### config.mk
export PLATFORM = sky130hd
export DESIGN_NAME = goodness_accumulator
export DESIGN_NICKNAME = d
export VERILOG_FILES = /design/src/rtl/goodness_accumulator.sv
export SDC_FILE = /design/constraint.sdc
export NUM_CORES = 2
export LEC_CHECK = 0
export ABC_AREA = 0
export BUFFER_PORTS_ARGS = -buffer_cell sky130_fd_sc_hd__buf_2
export CAP_MARGIN = 30
export CORE_MARGIN = 5
export CORE_UTILIZATION = 57
export DETAILED_ROUTE_END_ITERATION = 8
export PLACE_DENSITY = 0.82
export REMOVE_ABC_BUFFERS = 1
export SETUP_SLACK_MARGIN = 0.3
export SYNTH_ARGS = -nofsm -noshare
export SYNTH_HDL_FRONTEND = slang
export SYNTH_SLANG_ARGS = --single-unit
export TNS_END_PERCENT = 100
### constraint.sdc
create_clock -name CLK -period 7.7 [get_ports CLK]
set_clock_uncertainty 0.05 [all_clocks]
set_input_delay 1.155 -clock CLK [delete_from_list [all_inputs] [get_ports CLK]]
set_output_delay 1.155 -clock CLK [all_outputs]
set_load 0.005 [all_outputs]
### src/rtl/goodness_accumulator.sv
// Layer goodness (sum of ReLU(mem)^2) and post-spike total over one readout sweep,
// with threshold prediction and label match for the FF learning controller.

module goodness_lane #(
  parameter int MW = 12,
  parameter int CW = 7
) (
  input  logic                  clk,
  input  logic                  rst,
  input  logic                  en,
  input  logic [MW-1:0]         mem,
  input  logic [CW-1:0]         s_cnt,
  output logic [2*(MW-1)-1:0]   sq,
  output logic [CW-1:0]         cnt
);
  localparam int SQW = 2 * (MW - 1);

  logic [SQW-1:0] relu;

  // Negative membranes contribute nothing; the MSB is the sign.
  assign relu = mem[MW-1] ? '0 : {{(MW-1){1'b0}}, mem[MW-2:0]};

  always_ff @(posedge clk or posedge rst) begin
    if (rst) begin
      sq  <= '0;
      cnt <= '0;
    end else if (en) begin
      sq  <= relu * relu;
      cnt <= s_cnt;
    end
  end
endmodule

module goodness_accumulator #(
  parameter int OUTPUT_NEURON             = 256,
  parameter int POST_NEUR_PARALLEL        = 4,
  parameter int POST_NEUR_MEM_WIDTH       = 12,
  parameter int POST_NEUR_SPIKE_CNT_WIDTH = 7,
  parameter int GOODNESS_WIDTH            = 32,
  parameter int SPIKE_SUM_WIDTH           = 16
) (
  input  logic                                                  CLK,
  input  logic                                                  RST,
  input  logic                                                  START,
  input  logic                                                  LABEL_POS,
  input  logic                                                  BEAT_VALID,
  input  logic [POST_NEUR_MEM_WIDTH*POST_NEUR_PARALLEL-1:0]       MEM_BUS,
  input  logic [POST_NEUR_SPIKE_CNT_WIDTH*POST_NEUR_PARALLEL-1:0] S_CNT_BUS,
  input  logic [GOODNESS_WIDTH-1:0]                               THRESHOLD,
  output logic                                                  BUSY,
  output logic                                                  DONE,
  output logic [GOODNESS_WIDTH-1:0]                               GOODNESS,
  output logic [SPIKE_SUM_WIDTH-1:0]                              SPIKE_SUM,
  output logic                                                  PRED_POS,
  output logic                                                  MATCH,
  output logic                                                  SAT
);
  localparam int P     = POST_NEUR_PARALLEL;
  localparam int MW    = POST_NEUR_MEM_WIDTH;
  localparam int CW    = POST_NEUR_SPIKE_CNT_WIDTH;
  localparam int GW    = GOODNESS_WIDTH;
  localparam int SW    = SPIKE_SUM_WIDTH;
  localparam int BEATS = OUTPUT_NEURON / P;
  localparam int BC_W  = (BEATS > 1) ? $clog2(BEATS) : 1;
  localparam int SQW   = 2 * (MW - 1);
  localparam int LSW   = SQW + $clog2(P) + 1;
  localparam int CSW   = CW + $clog2(P) + 1;
  localparam int GAW   = ((GW > LSW) ? GW : LSW) + 1;
  localparam int SAW   = ((SW > CSW) ? SW : CSW) + 1;

  typedef enum logic [1:0] {S_IDLE, S_ACCUM, S_FLUSH, S_DONE} state_t;

  state_t              state, state_n;
  logic [BC_W-1:0]     bcnt;
  logic [1:0]          fcnt;
  logic                start_acc, beat, finish, s1_vld;
  logic [GW-1:0]       thr_q, acc_g;
  logic [SW-1:0]       acc_s;
  logic                label_q, sat_run;
  logic [P-1:0][SQW-1:0] sq;
  logic [P-1:0][CW-1:0]  cnt;
  logic [LSW-1:0]      gsum;
  logic [CSW-1:0]      csum;
  logic [GAW-1:0]      g_ext;
  logic [SAW-1:0]      s_ext;
  logic                g_ovf, s_ovf;

  // A START in the DONE cycle is taken directly so a back-to-back sweep loses no pulse.
  assign start_acc = START && (state == S_IDLE || state == S_DONE);
  assign beat      = (state == S_ACCUM) && BEAT_VALID;
  assign finish    = (state == S_FLUSH) && (fcnt == 2'd2);
  assign BUSY      = (state != S_IDLE);
  assign DONE      = (state == S_DONE);

  always_ff @(posedge CLK or posedge RST) begin
    if (RST) state <= S_IDLE;
    else     state <= state_n;
  end

  always_comb begin
    state_n = state;
    case (state)
      S_IDLE:  if (START) state_n = S_ACCUM;
      S_ACCUM: if (beat && bcnt == BC_W'(BEATS - 1)) state_n = S_FLUSH;
      S_FLUSH: if (finish) state_n = S_DONE;
      S_DONE:  state_n = START ? S_ACCUM : S_IDLE;
      default: state_n = S_IDLE;
    endcase
  end

  // Flush holds until stage 2 has folded the last beat into the accumulators.
  always_ff @(posedge CLK or posedge RST) begin
    if (RST) begin
      bcnt    <= '0;
      fcnt    <= '0;
      s1_vld  <= 1'b0;
      thr_q   <= '0;
      label_q <= 1'b0;
    end else begin
      s1_vld <= beat;
      fcnt   <= (state == S_FLUSH) ? fcnt + 2'd1 : 2'd0;
      if (start_acc) begin
        bcnt    <= '0;
        thr_q   <= THRESHOLD;
        label_q <= LABEL_POS;
      end else if (beat) begin
        bcnt <= bcnt + BC_W'(1);
      end
    end
  end

  for (genvar i = 0; i < P; i++) begin : g_lane
    goodness_lane #(.MW(MW), .CW(CW)) u_lane (
      .clk   (CLK),
      .rst   (RST),
      .en    (beat),
      .mem   (MEM_BUS[i*MW +: MW]),
      .s_cnt (S_CNT_BUS[i*CW +: CW]),
      .sq    (sq[i]),
      .cnt   (cnt[i])
    );
  end

  always_comb begin
    gsum = '0;
    csum = '0;
    for (int i = 0; i < P; i++) begin
      gsum = gsum + LSW'(sq[i]);
      csum = csum + CSW'(cnt[i]);
    end
  end

  assign g_ext = GAW'(acc_g) + GAW'(gsum);
  assign s_ext = SAW'(acc_s) + SAW'(csum);
  assign g_ovf = |g_ext[GAW-1:GW];
  assign s_ovf = |s_ext[SAW-1:SW];

  always_ff @(posedge CLK or posedge RST) begin
    if (RST) begin
      acc_g   <= '0;
      acc_s   <= '0;
      sat_run <= 1'b0;
    end else if (start_acc) begin
      acc_g   <= '0;
      acc_s   <= '0;
      sat_run <= 1'b0;
    end else if (s1_vld) begin
      acc_g   <= g_ovf ? '1 : g_ext[GW-1:0];
      acc_s   <= s_ovf ? '1 : s_ext[SW-1:0];
      sat_run <= sat_run | g_ovf | s_ovf;
    end
  end

  always_ff @(posedge CLK or posedge RST) begin
    if (RST) begin
      GOODNESS  <= '0;
      SPIKE_SUM <= '0;
      PRED_POS  <= 1'b0;
      MATCH     <= 1'b0;
      SAT       <= 1'b0;
    end else if (finish) begin
      GOODNESS  <= acc_g;
      SPIKE_SUM <= acc_s;
      PRED_POS  <= (acc_g > thr_q);
      MATCH     <= ((acc_g > thr_q) == label_q);
      SAT       <= sat_run;
    end
  end
endmodule

==> results <==
- In this run, post-CTS hold repair placed 0 buffers.
- The count of buffers inserted at the top-level ports is 165.
- The async set or reset register ratio after synthesis is 100.0%.
- The worst IR drop on VDD is 0.0005165 V.
- In the final layout, the share of cells above drive strength 1 is 9.317%.
- The initial utilization of the core area, before any placement, comes to 57.59%.
- The floorplan step set the die width to 229.4 um.
- The cell area after placement is 28880 um2.
- Timing would allow up to 153.2 MHz.
- The residual overflow from global routing is 0.
- The share of synthesized area in the top cell type comes to 24.52%.
- Setup repair after global routing left no endpoint under its margin.
- The reported leakage power is 0.01624 uW.
- The number of buffers added by the clock tree synthesis step is 27.
- The number of filler instances in the final layout is 3852.
- The largest net degree at the start of global routing is 146.
- The first global-routing pass estimated 104.9 mm of wire.
- STA classifies the critical path endpoint as a register.
- The synthesized design contains 0 enable-type register cells.
- After detailed routing, the number of remaining DRC violations is 0.
- The number of distinct library cells after synthesis is 72.
- The multi-input combinational cells in the finished layout cover a total of 18390 um2.
- The flow ran to the end, and the final reports show no timing, DRC or antenna violations.
- The overall die area is 52620 um2.
- Counting along the longest clock path gives a buffer depth of 3.
- The commonest register cell after synthesis is sky130_fd_sc_hd__dfrtp_1.
- Summing the sequential cell areas from Yosys gives 23.35% of the chip area.
- For the finished layout, the period the worst path requires is 6.527 ns.
- For this block, the initial DRC count from the detailed router was 1277.
- The detail route stage leaves a number of antenna-violating nets equal to 0.
- Once the clock tree was built, the setup fixing pass inserted 0 buffers.
- In the final layout, flip-flops and latches occupy 6407 um2.
- By area the synthesized netlist is led by sky130_fd_sc_hd__fa_1 25%, sky130_fd_sc_hd__dfrtp_1 23%, sky130_fd_sc_hd__ha_1 13%.
- The final weighted congestion in routability-driven placement is 0.9068.
- At the pin with the least slew margin, the transition time is 0.9173 ns.
- The number of antenna diodes in the final layout is 0.
- The required time of the critical path is 8.04 ns.
- Across all hold checks on the routed design, the worst slack comes to 0.3768 ns.
- Summed over all failing endpoints, the final setup total negative slack is 0 ns.
- From synthesis to final layout, the design area changed by 8.747%.
- The share of the clock period used by the worst path after layout is 84.77%.
- Clock tree synthesis selected as its root buffer the cell sky130_fd_sc_hd__clkbuf_16.
- The count of pins over their slew limit came to 0.
- In this run, post-CTS repair resized a total of 0 instances.
- The routed via count divided by cell count is 5.463.
- The max-cap check violation count is 0.
- Dividing the detail-routed wire length by the instance count gives 16.41 um.
- The kind of start point of the critical path is an input port.
- The data arrival at the endpoint of the critical path is 6.87 ns.
- The clock sink count is 256.
- The Yosys warning count is 0.
- Headroom to the max-slew limit came out at 38.85%.
- The clock-pin slew of the registers on the worst-case setup and hold paths is 0.06 ns.
- At the later pin of the worst-skew pair, clock insertion delay measures 0.54 ns.
- The total number of placement rows is 80.
- The number of antenna violations at the first check in global routing is 0.
- The post-synthesis sequential element count is 256.
- The global-route usage over all layers is 23.73%.
- The total detailed-routing wirelength is 61.54 mm.
- The die is 229.4 um tall.
- Pin placement for this block handled 166 I/O pins.
- The worst-case register-to-register setup slack is 2.67 ns.
- The power density relative to cell area is 474.3 nW/um2.
- Once detailed placement completed, the half-perimeter wirelength came to 49.69 mm.
- The core occupancy in the finished layout is 62.62%.
- TritonCTS built the clock tree.
- The total standard cell area after synthesis is 27440 um2.
- The cell area after layout is 29840 um2.
- For this block, the via count after detailed routing is 20479.
- For this run, the detailed router's first-pass iteration total came to 5.
- The number of nets in the layout is 3848.
- Along the worst path, the maximum fanout reaches 11.
- The setup path with the least slack is of type input port to register.
- The number of global-route vias before repair is 21489.
- The hold violation count in the final report is 0.
- The final count of negative-setup-slack endpoints is 0.
- The core area is 47650 um2.
- The number of instances in the synthesized netlist is 2991.
- The tightest min-delay check is of the register to register type.
- The synthesized area per cell is 9.173 um2.
- Of all cell types, the one taking the most synthesized area is sky130_fd_sc_hd__fa_1.
- In this run the number of H-tree levels came out at 1.
layer usage:
layer  share of wire (%)  track usage [%]  vias to the layer above
li1                    -                -                     9706
met1                  43            31.76                    10136
met2                  49            41.33                      540
met3                 5.3            2.935                       97
met4                 2.7            6.070                        0
met5                   0                0                        -
power breakdown:
group	internal, uW	leakage, uW	switching (uW)	total [uW]
combinational	4390	0.0125	6060	10400
sequential	1890	0.00331	410	2300
clock	849	0.000470	553	1400
cell type report:
class                           count  area share (%)
Multi-Input combinational cell   2027           61.63
Sequential cell                   256           21.47
Clock inverter                     17          0.7548
Clock buffer                       32           2.462
Tap cell                          615           2.579
Timing Repair Buffer              183           3.288
Inverter                          619           7.812
worst max-delay path: stages:
cell and delay [ns]:
sky130_fd_sc_hd__buf_2 0.16, sky130_fd_sc_hd__nor2b_1 0.61, sky130_fd_sc_hd__and2_1 0.32, sky130_fd_sc_hd__fa_1 0.47, sky130_fd_sc_hd__fa_1 0.52, sky130_fd_sc_hd__fa_1 0.51
sky130_fd_sc_hd__fa_1 0.54, sky130_fd_sc_hd__inv_1 0.06, sky130_fd_sc_hd__fa_1 0.54, sky130_fd_sc_hd__inv_1 0.04, sky130_fd_sc_hd__ha_1 0.32, sky130_fd_sc_hd__a21oi_1 0.26
sky130_fd_sc_hd__nor2_1 0.08, sky130_fd_sc_hd__a21oi_1 0.19, sky130_fd_sc_hd__a31oi_2 0.17, sky130_fd_sc_hd__or4_1 0.49, sky130_fd_sc_hd__a31oi_1 0.20, sky130_fd_sc_hd__xnor2_1 0.14
sky130_fd_sc_hd__o21ai_1 0.07
logic make-up after synthesis:
family	share of synthesized area [%]
AND/OR/NAND/NOR	13.07
other	0.01367
AO/OA/AOI/OAI	10.87
adder cells (fa/ha/maj)	37.51
XOR/XNOR	3.671
multiplexers	1.792
buffers and inverters	9.722
flip-flops	23.35
stage by stage:
| step | power, uW | setup WS [ns] | instances |
|---|---|---|---|
| global placement | 12240 | 0.7361 | 3699 |
| CTS | 14100 | 1.214 | 3749 |
| global route | 15710 | 0.8028 | 3749 |
| detailed placement | 12550 | 0.6644 | 3700 |
| finish | 14150 | 1.173 | 3749 |
| floorplan | 10300 | -0.5467 | 2902 |
worst paths after layout:
check / startpoint / endpoint / cells after the start
max in group asynchronous: RST / g_lane[3].u_lane.sq[9]$_DFFE_PP0P_ / 3
setup / recovery: MEM_BUS[11] / g_lane[0].u_lane.sq[21]$_DFFE_PP0P_ / 19
hold / removal: fcnt[0]$_DFF_PP0_ / fcnt[0]$_DFF_PP0_ / 1
hold reg to reg: fcnt[0]$_DFF_PP0_ / fcnt[0]$_DFF_PP0_ / 1
setup reg to reg: acc_g[2]$_DFFE_PP0P_ / acc_g[11]$_DFFE_PP0P_ / 16
min in group asynchronous: RST / bcnt[2]$_DFFE_PP0P_ / 2
Yosys cell counts, types with 10 or more instances:
cell                         n
sky130_fd_sc_hd__inv_1     619
sky130_fd_sc_hd__nand2_1   396
sky130_fd_sc_hd__fa_1      336
sky130_fd_sc_hd__ha_1      285
sky130_fd_sc_hd__dfrtp_1   256
sky130_fd_sc_hd__o21ai_0   150
sky130_fd_sc_hd__and2_1    109
sky130_fd_sc_hd__clkbuf_1   80
sky130_fd_sc_hd__a21oi_1    79
sky130_fd_sc_hd__nor2_1     77
sky130_fd_sc_hd__xor2_1     61
sky130_fd_sc_hd__a21o_1     59
sky130_fd_sc_hd__nor2b_1    55
sky130_fd_sc_hd__xnor2_1    54
sky130_fd_sc_hd__o21ai_1    48
sky130_fd_sc_hd__a31oi_1    47
sky130_fd_sc_hd__mux2_2     40
sky130_fd_sc_hd__nand3_1    32
sky130_fd_sc_hd__nor3_1     27
sky130_fd_sc_hd__nand2b_1   15
sky130_fd_sc_hd__nand4_1    11
sky130_fd_sc_hd__and3_1     10
sky130_fd_sc_hd__o21a_1     10
flip-flops by register name, indices dropped and copies added, names as in the netlist, 2 cells and up:
| register | flops |
|---|---|
| g_lane.u_lane.sq | 84 |
| GOODNESS | 32 |
| acc_g | 32 |
| thr_q | 32 |
| g_lane.u_lane.cnt | 28 |
| SPIKE_SUM | 16 |
| acc_s | 16 |
| bcnt | 6 |
| fcnt | 2 |
| state | 2 |
cells in the final DEF (no fill, tap or decap), types with 5 or more instances in the layout:
master,count
sky130_fd_sc_hd__nand3_1,32
sky130_fd_sc_hd__nor2b_1,54
sky130_fd_sc_hd__o21ai_0,150
sky130_fd_sc_hd__xor2_1,61
sky130_fd_sc_hd__clkinv_2,7
sky130_fd_sc_hd__xnor2_1,54
sky130_fd_sc_hd__ha_1,285
sky130_fd_sc_hd__dfrtp_1,255
sky130_fd_sc_hd__nor3_1,27
sky130_fd_sc_hd__fa_1,336
sky130_fd_sc_hd__a31oi_1,47
sky130_fd_sc_hd__nand2b_1,15
sky130_fd_sc_hd__a211oi_1,9
sky130_fd_sc_hd__buf_4,16
sky130_fd_sc_hd__a2111oi_0,5
sky130_fd_sc_hd__nand4_1,11
sky130_fd_sc_hd__o31ai_1,9
sky130_fd_sc_hd__and3_1,10
sky130_fd_sc_hd__o21bai_1,6
sky130_fd_sc_hd__a21o_1,59
sky130_fd_sc_hd__clkbuf_16,27
sky130_fd_sc_hd__o21a_1,10
sky130_fd_sc_hd__inv_1,617
sky130_fd_sc_hd__nand3b_1,6
sky130_fd_sc_hd__a21oi_1,79
sky130_fd_sc_hd__or3_1,7
sky130_fd_sc_hd__nand2_1,394
sky130_fd_sc_hd__o211ai_1,8
sky130_fd_sc_hd__bufinv_16,5
sky130_fd_sc_hd__buf_2,165
sky130_fd_sc_hd__mux2_2,40
sky130_fd_sc_hd__nor2_1,77
sky130_fd_sc_hd__and2_1,109
sky130_fd_sc_hd__o21ai_1,48
No activity file was read; power rests on OpenSTA's default activity.
